===== src/rtl/fetch_pkg.sv =====
// Shared types and constants for the instruction fetch sequencer.
// Holds the FSM state encoding, the instruction size and the default reset vector.
package fetch_pkg;

  typedef enum logic [1:0] {
    ST_IDLE     = 2'd0,
    ST_FETCH    = 2'd1,
    ST_WAIT_DEC = 2'd2,
    ST_FLUSH    = 2'd3
  } fetch_state_e;

  localparam int unsigned INSTR_BYTES          = 4;
  localparam logic [31:0] DEFAULT_RESET_VECTOR = 32'h0000_0000;

  function automatic logic [31:0] word_align(input logic [31:0] addr);
    return {addr[31:2], 2'b00};
  endfunction

endpackage


===== src/rtl/fetch_sequencer.sv =====
// Instruction fetch sequencer: drives the external PC register, issues one
// instruction-memory read at a time and hands fetched words to decode.
module fetch_sequencer
  import fetch_pkg::*;
#(
  parameter logic [31:0] RESET_VECTOR = DEFAULT_RESET_VECTOR
) (
  input  logic        clk,
  input  logic        reset,
  input  logic [31:0] pc_current,
  output logic [31:0] pc_next,
  output logic        imem_req,
  output logic [31:0] imem_addr,
  input  logic        imem_ack,
  input  logic [31:0] imem_rdata,
  output logic        instr_valid,
  output logic [31:0] instr,
  output logic [31:0] instr_pc,
  input  logic        instr_ready,
  input  logic        branch_taken,
  input  logic [31:0] branch_target,
  output logic        misalign_err
);

  fetch_state_e state_q;
  logic         imem_req_q;
  logic [31:0]  imem_addr_q;
  logic         instr_valid_q;
  logic [31:0]  instr_q;
  logic [31:0]  instr_pc_q;
  logic         misalign_err_q;
  logic [31:0]  pc_d;

  logic redirect;
  logic ack_ok;

  // IDLE ignores redirects; an ack only counts while a request is outstanding.
  assign redirect = branch_taken && (state_q != ST_IDLE);
  assign ack_ok   = imem_ack && imem_req_q;

  always_comb begin
    pc_d = pc_current;
    if (!reset || state_q == ST_IDLE)
      pc_d = RESET_VECTOR;
    else if (redirect)
      pc_d = word_align(branch_target);
    else if (state_q == ST_FETCH && ack_ok)
      pc_d = pc_current + 32'(INSTR_BYTES);
  end

  always_ff @(posedge clk or negedge reset) begin
    if (!reset) begin
      state_q        <= ST_IDLE;
      imem_req_q     <= 1'b0;
      imem_addr_q    <= RESET_VECTOR;
      instr_valid_q  <= 1'b0;
      instr_q        <= '0;
      instr_pc_q     <= '0;
      misalign_err_q <= 1'b0;
    end else begin
      misalign_err_q <= redirect && (branch_target[1:0] != 2'b00);
      case (state_q)
        ST_IDLE: state_q <= ST_FETCH;

        // First FETCH cycle latches the address; the request goes out the cycle after.
        ST_FETCH: begin
          if (redirect) begin
            instr_valid_q <= 1'b0;
            if (ack_ok) begin
              imem_req_q <= 1'b0;
            end else if (imem_req_q) begin
              state_q <= ST_FLUSH;
            end
          end else if (!imem_req_q) begin
            imem_addr_q <= pc_current;
            imem_req_q  <= 1'b1;
          end else if (imem_ack) begin
            instr_q       <= imem_rdata;
            instr_pc_q    <= imem_addr_q;
            instr_valid_q <= 1'b1;
            imem_req_q    <= 1'b0;
            state_q       <= ST_WAIT_DEC;
          end
        end

        ST_WAIT_DEC: begin
          if (redirect || instr_ready) begin
            instr_valid_q <= 1'b0;
            state_q       <= ST_FETCH;
          end
        end

        // Drain the stale request; a redirect here only retargets the PC.
        ST_FLUSH: begin
          if (redirect) instr_valid_q <= 1'b0;
          if (ack_ok) begin
            imem_req_q <= 1'b0;
            state_q    <= ST_FETCH;
          end
        end

        default: state_q <= ST_IDLE;
      endcase
    end
  end

  assign pc_next      = pc_d;
  assign imem_req     = imem_req_q;
  assign imem_addr    = imem_addr_q;
  assign instr_valid  = instr_valid_q;
  assign instr        = instr_q;
  assign instr_pc     = instr_pc_q;
  assign misalign_err = misalign_err_q;

endmodule


===== config.mk =====
export PLATFORM = sky130hd
export DESIGN_NAME = fetch_sequencer
export DESIGN_NICKNAME = d
export VERILOG_FILES = /design/src/rtl/fetch_pkg.sv /design/src/rtl/fetch_sequencer.sv
export SDC_FILE = /design/constraint.sdc
export NUM_CORES = 1
export LEC_CHECK = 0
export CORE_UTILIZATION = 45
export DETAILED_ROUTE_END_ITERATION = 7
export PLACE_DENSITY = 0.95
export REMOVE_ABC_BUFFERS = 1
export SYNTH_ARGS = -nofsm -noshare
export SYNTH_HDL_FRONTEND = slang
export SYNTH_SLANG_ARGS = --single-unit

===== constraint.sdc =====
create_clock -name clk -period 5.7 [get_ports clk]
set_input_delay 1.14 -clock clk [delete_from_list [all_inputs] [get_ports clk]]
set_output_delay 1.14 -clock clk [all_outputs]
set_load 0.005 [all_outputs]

==> run metrics <==
Cell Area, Synth 0.00497 mm²; Seq pwr share 40.1%; CP Max Fanout 4; post-synthesis sequential area ratio between 50% and 60%; Sinks on Clock Net 101; FF-to-FF End instr[26]$_DFFE_PN0P_; Area after DPL between 0.007 and 0.008 mm²; Avg Cell Area, Syn 12.7 µm²; CP Class input pin to output pin; P&R area growth vs syn 53.1%; share of cells above drive strength 1 23.2%; CORE AREA roughly 0.011 mm²; Remaining DRCs 0; post-CTS setup buffer count 0; Pint 2.29 mW; full die area approximately 0.011 mm²; share of flip-flops with an asynchronous set or reset 100%; clk root buf clkbuf_8; number of library cell types mapped by synthesis 39; ys flop type dfrtp_1; Worst VDD drop between 200 and 300 µV; Hold Path Sink instr[14]$_DFFE_PN0P_; ranking of synthesized cells by area dfrtp_1 51%, mux2_2 22%, a221oi_2 3.6%; final setup vio count 0; DRT Wirelength 14200 µm; setup TNS 0 ns; Sw Pwr just under 1 mW; Fin Clk Skew approximately 0.011 ns; CP Capture Type output pin; Setup crit start kind input pin; gr ovfl total 0; CTS tree yes; final hold viol count 0; Vias per Instance between 5 and 6; largest net degree at the start of global routing 59; Yosys reg bits 101; Power Density 428 mW/mm²; H-tree depth 3; Synth Area in Compound Gates 7.85%; via count around 4k; Placer Congestion just over 0.8; count of pins over their slew limit 0; total CTS buffers 9; antenna violations before repair 0; Mapped Cells between 300 and 400; Data required, critical path between 4 and 5 ns; slew margin rel. 27.7%; r2r startpoint state_q[0]$_DFFE_PN0P_; Detail Route Antenna Nets 0; post-synthesis share of cell area spent on full adders, half adders and majority gates less than 1%; fin area approximately 0.0076 mm²; Worst Tran Pin Value 1.08 ns; nets 718; DR iter-0 viols 131; post-synthesis mux area share a little over a fifth; clk_lat worst skew around 0.38 ns; CTS max path bufs 2; outcome completed; Buffers on Ports 231; Total Routing Usage GR around a quarter; per-cell routed wire length ~19 µm; number of flops mapped to enable cells by yosys 0; DRT Pass-1 Iters 4; Hold WC Path Type flop to flop; minimum clock period 5.03 ns; Final Cycle Share between 80% and 90%; CTS Hold Bufs 0; Top Ports approximately 230; Pleak 3.08 nW; xor/xnor share of the synthesized area ~4.9%; Fmax achieved a little under 200 MHz; WP data arrival 3.89 ns; logic gate share of total power 45.3%; Reg2Reg Depth 4; WHS Path Cells 1; Starting Density 46.1%; DP Cell Count 745; Simple-Gate Fraction of Synth Area 9.61%; count leader, synth dfrtp_1; post-cts sizing count 0; # diodes 0; Std-Cell Rows 38; HP Start instr[14]$_DFFE_PN0P_; Layout Cells excl Fill 761; number of global-route vias before repair 4361; Clock Power Share 14.5%; R2R Setup Slk 2.96 ns; Chip Width between 100 and 150 µm; RSZ-0062 raised after global routing false; die height 107 µm; Sw Ratio between 20% and 30%; Maximum Capacitance Violations 0; clock slew at reported path FFs about 0.090 ns; Synthesis Warnings 0; synth cell count leaders 101 x dfrtp_1, 96 x mux2_2, 33 x inv_1; first-pass GRT wire length between 20000 and 25000 µm; post-synth top area cell dfrtp_1; Synth top area share 50.8%; largest family of logic cells by synthesized area multiplexers; DPL Wire Length 10500 µm
[worst max-delay path, cell delays in order]
cell	delay, ns
clkdlybuf4s50_1	0.54
ha_1	0.22
nand4_1	0.21
nor4_1	0.55
nand2_1	0.16
xnor2_1	0.16
a221oi_1	0.33
clkdlybuf4s50_1	0.57
[final cells by class]
class | count | area [µm²]
clock buffer | 9 | 124
clock inverter | 7 | 80.1
fill | 773 | 3180
inverter | 33 | 124
multi-input combinational | 237 | 2250
sequential | 101 | 2530
tap | 140 | 175
timing repair buffer | 234 | 2330
[layer usage]
| layer | GRT usage, % | vias to the layer above | routed length (µm) |
|---|---|---|---|
| li1 | - | 1855 | - |
| met1 | 29.2 | 2025 | 5580 |
| met2 | 44.4 | 177 | 7110 |
| met3 | 6.50 | 34 | 1050 |
| met4 | 12.6 | 0 | 460 |
| met5 | 0 | - | 0 |
[flip-flops by register name, summed over array words and instances, names as in the netlist]
signal	cells
imem_addr	32
instr	32
instr_pc	32
state_q	2
imem_req	1
instr_valid	1
misalign_err	1
[how the worst max path moves through the flow]
stage                     cells past startpoint     endpoint                   start
after floorplan                               3   pc_next[6]  state_q[0]$_DFFE_PN0P_
after global placement                        8  pc_next[12]           pc_current[2]
after detailed placement                      8  pc_next[30]           pc_current[2]
after CTS                                     8  pc_next[30]           pc_current[2]
after global routing                          8  pc_next[30]           pc_current[2]
final                                         8  pc_next[26]           pc_current[2]
[kinds of logic after synthesis]
group | Yosys count
AO/OA/AOI/OAI | 39
XOR/XNOR | 28
adder cells (fa/ha/maj) | 1
buffers and inverters | 55
flip-flops | 101
multiplexers | 97
AND/OR/NAND/NOR | 72
[per-stage QoR]
stage	total power [mW]	utilization, %	setup slack, ns	hold WS [ns]
CTS	3.29	70.5	0.654	0.518
finish	3.26	70.5	0.669	0.514
detailed placement	2.80	68.6	0.654	0.495
floorplan	1.79	-	1.60	0.491
global placement	2.72	68.6	0.806	0.489
global route	3.45	70.5	0.494	0.535
[cell usage in the layout, fill, tap and decap left out, types with 9 or more instances in the layout]
cell,n
a221oi_2,12
clkdlybuf4s50_1,229
nor2_1,10
mux2_2,96
nand2_1,15
nand3_1,10
dfrtp_1,101
a221oi_1,17
xor2_1,13
xnor2_1,15
inv_1,33
clkbuf_8,9
[power by group through the flow]
stage          Sequential [mW]  Clock [mW]  Combinational [mW]
2_1_floorplan             1.30           0               0.493
3_3_place_gp              1.29           0                1.44
3_5_place_dp              1.32           0                1.48
4_1_cts                   1.31       0.486                1.49
5_1_grt                   1.36       0.516                1.58
6_report                  1.31       0.474                1.48
Note: power is estimated with default switching activity, not from simulation.
